$ cat src/rtl/rs544_ctrl_pkg.sv
// Shared constants and types for the RS(544,522) 32-lane syndrome front end.
// Symbols are GF(2^10); a beat is 32 lanes and a frame is 17 beats.
package rs544_ctrl_pkg;
    localparam int N      = 544;
    localparam int M      = 32;
    localparam int J      = 22;
    localparam int BEATS  = N / M;
    localparam int BEAT_W = $clog2(BEATS);

    localparam logic [BEAT_W-1:0] LAST_BEAT = BEAT_W'(BEATS - 1);

    typedef logic [9:0] gf_sym_t;
    typedef gf_sym_t [0:M-1] beat_t;
    typedef gf_sym_t [0:J-1] syn_vec_t;

    typedef struct packed {
        syn_vec_t s;
        logic     zero;
        logic     frm_err;
    } syn_res_t;

    typedef enum logic {
        BUF_EMPTY = 1'b0,
        BUF_FULL  = 1'b1
    } buf_state_t;
endpackage

$ cat src/rtl/syndrome_frame_ctrl_if.sv
// Beat stream in, syndrome-unit controls, and the result handshake of syndrome_frame_ctrl.
// master is the surrounding environment, slave is the frame controller.
interface syndrome_frame_ctrl_if;
    import rs544_ctrl_pkg::*;

    logic     in_valid_i;
    logic     in_ready_o;
    logic     in_last_i;
    beat_t    in_data_i;
    logic     syn_valid_o;
    logic     syn_start_o;
    logic     syn_last_o;
    beat_t    syn_data_o;
    logic     syn_s_valid_i;
    syn_vec_t syn_s_i;
    logic     s_valid_o;
    logic     s_ready_i;
    syn_vec_t s_o;
    logic     s_zero_o;
    logic     s_frm_err_o;
    logic     err_o;

    modport master (
        output in_valid_i, in_last_i, in_data_i, syn_s_valid_i, syn_s_i, s_ready_i,
        input  in_ready_o, syn_valid_o, syn_start_o, syn_last_o, syn_data_o,
               s_valid_o, s_o, s_zero_o, s_frm_err_o, err_o
    );

    modport slave (
        input  in_valid_i, in_last_i, in_data_i, syn_s_valid_i, syn_s_i, s_ready_i,
        output in_ready_o, syn_valid_o, syn_start_o, syn_last_o, syn_data_o,
               s_valid_o, s_o, s_zero_o, s_frm_err_o, err_o
    );
endinterface

$ cat src/rtl/syndrome_result_buf.sv
// One-entry syndrome result buffer with zero-detect and frame-error tag.
// Latency: capture strobe to s_valid_o is one cycle.
// Backpressure: holds the result stable until s_ready_i; a same-cycle capture replaces a drained entry.
module syndrome_result_buf
    import rs544_ctrl_pkg::*;
(
    input  logic     clk_i,
    input  logic     rst_i,
    input  logic     cap_vld,
    input  syn_vec_t cap_dat,
    input  logic     cap_frm_err,
    output logic     s_valid_o,
    input  logic     s_ready_i,
    output syn_vec_t s_o,
    output logic     s_zero_o,
    output logic     s_frm_err_o
);

    buf_state_t state_q, state_d;
    syn_res_t   res_q;
    logic       load;

    always_ff @(posedge clk_i) begin
        if (rst_i) begin
            state_q <= BUF_EMPTY;
            res_q   <= '0;
        end else begin
            state_q <= state_d;
            if (load) begin
                res_q.s       <= cap_dat;
                res_q.zero    <= ~|cap_dat;
                res_q.frm_err <= cap_frm_err;
            end
        end
    end

    always_comb begin
        state_d = state_q;
        load    = 1'b0;
        case (state_q)
            BUF_EMPTY: begin
                if (cap_vld) begin
                    load    = 1'b1;
                    state_d = BUF_FULL;
                end
            end
            BUF_FULL: begin
                // Upstream stalls the last beat while we are held, so a capture here always coincides with a drain.
                if (cap_vld) begin
                    load = 1'b1;
                end else if (s_ready_i) begin
                    state_d = BUF_EMPTY;
                end
            end
            default: state_d = BUF_EMPTY;
        endcase
    end

    assign s_valid_o   = (state_q == BUF_FULL);
    assign s_o         = res_q.s;
    assign s_zero_o    = res_q.zero;
    assign s_frm_err_o = res_q.frm_err;

endmodule

$ cat src/rtl/syndrome_frame_ctrl.sv
// Frame sequencer: counts 17-beat codewords, forwards beats to the syndrome datapath, checks framing.
// Latency: an accepted beat appears on syn_* one cycle later; its result reaches s_* two cycles after the last beat.
// Backpressure: in_ready_o drops only on the last beat while a held result is not being drained.
module syndrome_frame_ctrl
    import rs544_ctrl_pkg::*;
(
    input  logic                 clk_i,
    input  logic                 rst_i,
    syndrome_frame_ctrl_if.slave bus
);

    if ((N % M) != 0 || BEATS < 2) begin : g_bad_cfg
        $error("syndrome_frame_ctrl: N must be a multiple of M giving at least two beats");
    end

    logic [BEAT_W-1:0] beat_q;
    logic              at_last;
    logic              accept;
    logic              early_end;
    logic              missing_end;
    logic              syn_valid_q;
    logic              syn_start_q;
    logic              syn_last_q;
    logic              err_q;
    logic              frm_tag_q;
    beat_t             syn_data_q;

    assign at_last        = (beat_q == LAST_BEAT);
    assign bus.in_ready_o = !rst_i && !(at_last && bus.s_valid_o && !bus.s_ready_i);
    assign accept         = bus.in_valid_i && bus.in_ready_o;
    assign early_end      = accept && bus.in_last_i && !at_last;
    assign missing_end    = accept && !bus.in_last_i && at_last;

    always_ff @(posedge clk_i) begin
        if (rst_i) begin
            beat_q      <= '0;
            syn_valid_q <= 1'b0;
            syn_start_q <= 1'b0;
            syn_last_q  <= 1'b0;
            syn_data_q  <= '0;
            err_q       <= 1'b0;
            frm_tag_q   <= 1'b0;
        end else begin
            if (accept) begin
                // An early end restarts the count so the next beat is forwarded as a frame start.
                beat_q     <= (at_last || bus.in_last_i) ? '0 : beat_q + 1'b1;
                syn_data_q <= bus.in_data_i;
            end
            if (accept && at_last) begin
                frm_tag_q <= !bus.in_last_i;
            end
            syn_valid_q <= accept;
            syn_start_q <= accept && (beat_q == '0);
            syn_last_q  <= accept && at_last;
            err_q       <= early_end || missing_end;
        end
    end

    assign bus.syn_valid_o = syn_valid_q;
    assign bus.syn_start_o = syn_start_q;
    assign bus.syn_last_o  = syn_last_q;
    assign bus.syn_data_o  = syn_data_q;
    assign bus.err_o       = err_q;

    syndrome_result_buf u_result_buf (
        .clk_i       (clk_i),
        .rst_i       (rst_i),
        .cap_vld     (bus.syn_s_valid_i),
        .cap_dat     (bus.syn_s_i),
        .cap_frm_err (frm_tag_q),
        .s_valid_o   (bus.s_valid_o),
        .s_ready_i   (bus.s_ready_i),
        .s_o         (bus.s_o),
        .s_zero_o    (bus.s_zero_o),
        .s_frm_err_o (bus.s_frm_err_o)
    );

endmodule
$ cat src/flat_wrapper.sv
// flat-port wrapper written by rule: the top's interface ports become plain ports
module syndrome_frame_ctrl_flat import rs544_ctrl_pkg::*;
  (clk_i, rst_i, bus_in_valid_i, bus_in_last_i, bus_in_data_i, bus_syn_s_valid_i, bus_syn_s_i, bus_s_ready_i, bus_in_ready_o, bus_syn_valid_o, bus_syn_start_o, bus_syn_last_o, bus_syn_data_o, bus_s_valid_o, bus_s_o, bus_s_zero_o, bus_s_frm_err_o, bus_err_o);
  syndrome_frame_ctrl_if bus_i ();
  input  logic clk_i;
  input  logic rst_i;
  input wire logic [$bits(bus_i.in_valid_i)-1:0] bus_in_valid_i;
  input wire logic [$bits(bus_i.in_last_i)-1:0] bus_in_last_i;
  input wire logic [$bits(bus_i.in_data_i)-1:0] bus_in_data_i;
  input wire logic [$bits(bus_i.syn_s_valid_i)-1:0] bus_syn_s_valid_i;
  input wire logic [$bits(bus_i.syn_s_i)-1:0] bus_syn_s_i;
  input wire logic [$bits(bus_i.s_ready_i)-1:0] bus_s_ready_i;
  output wire logic [$bits(bus_i.in_ready_o)-1:0] bus_in_ready_o;
  output wire logic [$bits(bus_i.syn_valid_o)-1:0] bus_syn_valid_o;
  output wire logic [$bits(bus_i.syn_start_o)-1:0] bus_syn_start_o;
  output wire logic [$bits(bus_i.syn_last_o)-1:0] bus_syn_last_o;
  output wire logic [$bits(bus_i.syn_data_o)-1:0] bus_syn_data_o;
  output wire logic [$bits(bus_i.s_valid_o)-1:0] bus_s_valid_o;
  output wire logic [$bits(bus_i.s_o)-1:0] bus_s_o;
  output wire logic [$bits(bus_i.s_zero_o)-1:0] bus_s_zero_o;
  output wire logic [$bits(bus_i.s_frm_err_o)-1:0] bus_s_frm_err_o;
  output wire logic [$bits(bus_i.err_o)-1:0] bus_err_o;
  assign bus_i.in_valid_i = bus_in_valid_i;
  assign bus_i.in_last_i = bus_in_last_i;
  assign bus_i.in_data_i = bus_in_data_i;
  assign bus_i.syn_s_valid_i = bus_syn_s_valid_i;
  assign bus_i.syn_s_i = bus_syn_s_i;
  assign bus_i.s_ready_i = bus_s_ready_i;
  assign bus_in_ready_o = bus_i.in_ready_o;
  assign bus_syn_valid_o = bus_i.syn_valid_o;
  assign bus_syn_start_o = bus_i.syn_start_o;
  assign bus_syn_last_o = bus_i.syn_last_o;
  assign bus_syn_data_o = bus_i.syn_data_o;
  assign bus_s_valid_o = bus_i.s_valid_o;
  assign bus_s_o = bus_i.s_o;
  assign bus_s_zero_o = bus_i.s_zero_o;
  assign bus_s_frm_err_o = bus_i.s_frm_err_o;
  assign bus_err_o = bus_i.err_o;
  syndrome_frame_ctrl u_core (.clk_i(clk_i), .rst_i(rst_i), .bus(bus_i));
endmodule
$ cat config.mk
export PLATFORM = sky130hd
export DESIGN_NAME = syndrome_frame_ctrl_flat
export DESIGN_NICKNAME = d
export VERILOG_FILES = /design/src/rtl/rs544_ctrl_pkg.sv /design/src/rtl/syndrome_frame_ctrl_if.sv /design/src/rtl/syndrome_result_buf.sv /design/src/rtl/syndrome_frame_ctrl.sv /design/src/flat_wrapper.sv
export SDC_FILE = /design/constraint.sdc
export NUM_CORES = 1
export LEC_CHECK = 0
export BUFFER_PORTS_ARGS = -buffer_cell sky130_fd_sc_hd__buf_2
export CAP_MARGIN = 15
export CORE_AREA = 3 3 420 422
export DETAILED_ROUTE_END_ITERATION = 7
export DIE_AREA = 0 0 423 425
export PLACE_DENSITY = 0.39
export SLEW_MARGIN = 5
export SYNTH_ARGS = -nofsm -noshare
export SYNTH_HDL_FRONTEND = slang
export SYNTH_SLANG_ARGS = --single-unit
export TNS_END_PERCENT = 20
$ cat constraint.sdc
create_clock -name clk_i -period 3.18 [get_ports clk_i]
set_input_delay 0.477 -clock clk_i [delete_from_list [all_inputs] [get_ports clk_i]]
set_output_delay 0.477 -clock clk_i [all_outputs]
set_load 0.005 [all_outputs]
# After elaboration in Yosys (flattened, before gate mapping)
# Cells that the tools add are included.
# Widths: inputs -> output; s select.
# word_totals
ram_bits	0
elab_cells	91
rom_bits	0
latch_bits	0
mem_count	0
in_bits	546
out_inout_bits	548
register_bits	553
# classes
n_mux	5
shifts	0
n_reduce_logical	20
n_mul	0
n_eq_ne	1
bitwise	1
n_div	0
n_addsub	1
n_lt_le_gt_ge	0
# ops
op	count
$reduce_or 220->1	1
$logic_and 1x1->1	10
$logic_not 1->1	6
$add 5x1->5 const B	1
$eq 5x5->1 const B	1
$logic_not 5->1	1
$mux 5	1
$mux 1	3
$logic_or 1x1->1	2
$pmux 1 s2	1
$not 1->1	1

# Logic depth before layout (Yosys ltp)
# depth
word_depth	9
depth_mapped	10
mapped_depth_nobuf	8

# By module
# Synthesis repeated with hierarchy kept, for this count alone.
# hier_totals
cells_unflattened	1883
hier_area_um2	22257.6
# modules_own_cells
mod	seq_area_each_um2	area_each_um2	n_inst	cells_per_inst
syndrome_frame_ctrl	6606.3	14019.7	1	1088
syndrome_result_buf	4464.3	8237.9	1	795

# Worst setup path after synthesis
# No wires, ideal clock.
# synth_path
path_type	flip-flop to flip-flop
from	register u_core.beat_q[0]
to	register u_core.syn_data_q (netlist bit u_core.bus.syn_data_o[140])
path_buffers	3
arrival_ps	1614
path_slack_ps	1454
path_stages_with_launch	11
cell_sequence	dfxtp_1 inv_1 ha_1 and4bb_4 a21oi_4 nand2_2 buf_6 buf_6 buf_4 nand3b_1 nand2_1
# synth_between
elab_chain_len	6
# synth_rtl
item	line_no	rtl
start, declared	syndrome_frame_ctrl.sv:16	logic [BEAT_W-1:0] beat_q;
start signal, assigned	syndrome_frame_ctrl.sv:46	beat_q <= (at_last || bus.in_last_i) ? '0 : beat_q + 1'b1;
$eq 5x5->1	syndrome_frame_ctrl.sv:28	assign at_last = (beat_q == LAST_BEAT);
$logic_and 1x1->1 (2 in a row)	syndrome_frame_ctrl.sv:29	assign bus.in_ready_o = !rst_i && !(at_last && bus.s_valid_o && !bus.s_ready_i);
$logic_not 1->1	syndrome_frame_ctrl.sv:29	
$logic_and 1x1->1	syndrome_frame_ctrl.sv:29	
via bus_in_ready_o	flat_wrapper.sv:13	output wire logic [$bits(bus_i.in_ready_o)-1:0] bus_in_ready_o;
$logic_and 1x1->1	syndrome_frame_ctrl.sv:30	assign accept = bus.in_valid_i && bus.in_ready_o;
end signal, assigned	syndrome_frame_ctrl.sv:47	syn_data_q <= bus.in_data_i;
end, declared	syndrome_frame_ctrl.sv:26	beat_t syn_data_q;
# The timed path passes the listed nets, and every way through them passes these cells.
# A chain may end at the register's enable or synchronous reset.

# Final worst setup path
# layout_path
from	register u_core.beat_q[0]
to	register u_core.syn_data_q (netlist bit u_core.bus.syn_data_o[137])
# layout_between
elab_chain_len	6
# layout_rtl
item	line_no
$eq 5x5->1	syndrome_frame_ctrl.sv:28
$logic_and 1x1->1 (2 in a row)	syndrome_frame_ctrl.sv:29
$logic_not 1->1	syndrome_frame_ctrl.sv:29
$logic_and 1x1->1	syndrome_frame_ctrl.sv:29
$logic_and 1x1->1	syndrome_frame_ctrl.sv:30
# No other way between the ends.

==> impl_metrics.toml <==
[placement]
dp.cells = 5535
gp_congestion = 0.9690
placed_cell_area_sq_um = 28610
dp_hpwl_um = 106700
place_ws_ps = 716.6
portBuffers = 1093

[sta]
final.setup.tns_ps = 0
fmax_mhz = 405.7
post-route-min-period_ps = 2465
period_share_pct = 77.52
worst_slack_ps = 714.8
drv_slew = 0
hold_viol_final = 0
fin_worst_skew_ps = 26.74
rsz0062_at_grt = "false"
worstMarginPinSlew_ps = 908.2
setup_violations = 0
fin_hold_ws_ps = 82.49
relSlewSlack_pct = 38.89

[power]
max-vdd-ir-drop_uv = 339.5
p_leak_nw = 17.13
swShare_pct = 27.58
seq_power_share_pct = 40.9
clkPwrFrac_pct = 44.7
comb_power_share_pct = 14.4
internal-power_mw = 13.59
power_density_nw_per_um2 = 538.9
p_switching_mw = 5.174

[die]
die_w_um = 423
rows = 153
core_sq_um = 173400
boundaryPins = 1094
initial_utilization_pct = 11.82
die_area_sq_um = 179800
die_h_um = 425

[synthesis]
yosysWarningCount = 0
syn_avg_cell_area_sq_um = 9.185
synth.cell_area_sq_um = 20490
ys_ff_latch = 553
synth_top_family_by_area = "simple AND/OR/NAND/NOR gates"
synthTopCellsByArea = "dfxtp_1 (54%), nand2_1 (12%), nand3b_1 (12%)"
synth_cells = 2231
synth-seq-area-share_pct = 54.02
ys_types = 30
yosys.area.top_type = "dfxtp_1"
synth_fa_ha_area_share_pct = 0.1221
syn-num-nets = 2779
yosys.area_share.simple_pct = 30.46
yosys.area_share.xor_xnor_pct = 0.04274
synth_top_area_share_pct = 54.02
synth_mux_area_share_pct = 10.79
synth_compound_area_share_pct = 0.3602

[route]
drt_first_pass_iters = 5
initialDrtViolationCount = 1348
wl_per_cell_um = 22.10
ant_nets = 0
via_per_inst = 3.600
dr_total_vias = 21790
totalWireLength_um = 133800
drc_errors = 0

[worst_setup_path]
crit_chain = "inv_1 > ha_1 > and4bb_4 > a21oi_4 > nand2_8 > inv_8 > buf_12 > buf_4 > nand2_1 > nand2_1"
startpoint_type = "register"
crit_required_ps = 3780
arrival_ps = 3060
max_stage_delay_ps = 400
cpMaxStageDelayCell = "dfxtp_1"
cpMostUsedCell = "nand2_1"
cp.buffers_inverters = 4
critPathTopFamily = "buffers and inverters"
cp_max_fo = 47
cp-end-kind = "register"
critPathKind = "register to register"

[cts]
root_buffer = "clkbuf_16"
cts.clk_slew.worst_paths_ps = 50
h-tree-depth = 3
clock_path_buffers = 3
cts_tree = "done"
holdBufCountCts = 380
cts_resized = 0
insertion_delay_ps = 660
cts_buffers = 73
cts_sinks = 553
cts_setup_buffers = 0

[final_layout]
fin_area_sq_um = 34810
fillers = 19460
final_common_cell = "buf_2"
drive_above_1_share_pct = 33.64
area_growth_pct = 69.87
stdcell_count = 6053
multi_input_area_sq_um = 8600
final_cell_mix = "buf_2 (1091), nand2_1 (646), dfxtp_1 (553), dlygate4sd3_1 (380), nand3b_1 (320)"
nNetsFinal = 4213
regArea_sq_um = 11070

[global_route]
grt-ovfl-total = 0
grt_max_degree = 171
grt_pass1_wl_um = 178900
gr-max-usage-layer = "met2"
grt_use_met3_pct = 4.935
grtUsageMet2_pct = 23.63
antenna_found_initial = 71
use_met1_pct = 16.94
track_usage_pct = 14.14
grt_pass1_vias = 21490

[flow_run]
maxCapViolCount = 0

[hold_path]
hold_class = "input pin to register"

[run_status]
status = "finished, final reports clean"
-- stage by stage --
stage / total power [mW] / util [%]
after global placement: 10.14 / 16.50
after detailed placement: 10.14 / 16.50
after floorplan: 8.639 / -
after global routing: 19.59 / 20.06
after CTS: 19.15 / 20.05
final: 18.76 / 20.07
-- power by group through the flow --
stage / Combinational (mW) / Clock, mW / Sequential, mW
2_1_floorplan: 0.827 / 0 / 7.81
3_3_place_gp: 2.35 / 0 / 7.79
3_5_place_dp: 2.34 / 0 / 7.80
4_1_cts: 2.76 / 8.73 / 7.66
5_1_grt: 2.92 / 8.96 / 7.71
6_report: 2.71 / 8.39 / 7.67
-- Yosys cell counts --
cell type,n
a211oi_1,1
a21oi_1,3
a21oi_4,1
a22oi_1,2
and3_1,1
and4bb_4,1
buf_1,6
buf_2,64
buf_4,4
buf_6,22
clkbuf_1,61
dfxtp_1,553
ha_1,2
inv_1,2
inv_2,1
mux2i_1,221
nand2_1,646
nand2_2,1
nand2b_1,1
nand3_1,4
nand3b_1,320
nand4_1,17
nand4b_1,1
nor2_1,230
nor2b_1,1
nor3_1,3
nor4_1,56
nor4b_1,1
o21ai_0,4
xnor2_1,1
-- tightest hold or removal path, stage by stage --
cell and delay, ps:
buf_2 110, nand2_1 50, nand2_1 50
-- area by class of cell --
cell class / instances / share of cell area [%]
flip-flops and latches: 553 / 31.80
repair buffers: 1516 / 28.20
multi-input cells: 1518 / 24.70
well taps: 2325 / 8.357
clock buffers: 110 / 6.168
clock inverters: 16 / 0.6290
diodes: 12 / 0.08626
inverters: 3 / 0.05391
-- path summary, 6_finish.rpt --
kind              slack [ps]                                 endpoint  depth (start not counted)                                    from
hold / removal            80  u_core.bus.syn_data_o[302]$_SDFFE_PP0N_                          3                      bus_in_data_i[302]
hold reg to reg          470   u_core.bus.syn_data_o[68]$_SDFFE_PP0N_                          2  u_core.bus.syn_data_o[68]$_SDFFE_PP0N_
setup / recovery         710  u_core.bus.syn_data_o[137]$_SDFFE_PP0N_                         10           u_core.beat_q[0]$_SDFFE_PP0N_
setup reg to reg         710  u_core.bus.syn_data_o[137]$_SDFFE_PP0N_                         10           u_core.beat_q[0]$_SDFFE_PP0N_
-- sequential cells by signal, indices dropped and copies added (netlist names) --
| register | flops |
|---|---|
| u_core.u_result_buf.s_valid_o | 1 |
| u_core.u_result_buf.s_zero_o | 1 |
| u_core.frm_tag_q | 1 |
| u_core.u_result_buf.s_o | 220 |
| u_core.beat_q | 5 |
| u_core.bus.syn_start_o | 1 |
| u_core.u_result_buf.s_frm_err_o | 1 |
| u_core.bus.syn_last_o | 1 |
| u_core.bus.syn_data_o | 320 |
| u_core.bus.err_o | 1 |
| u_core.bus.syn_valid_o | 1 |
-- per-layer routing --
metal	vias up	share of wire [%]	wire length [um]
met3	231	8.7	11650
li1	10280	-	-
met4	52	3.0	4044
met5	-	0.26	346
met2	899	48	63950
met1	10330	40	53810
-- cell families after synthesis --
kind of cell    count (synthesis)
flops                         553
mux                           221
xor+xnor                        1
compound gates                 11
fa+ha+maj                       2
buf+inv                       160
simple gates                 1283
Note: power is estimated with default switching activity, not from simulation.
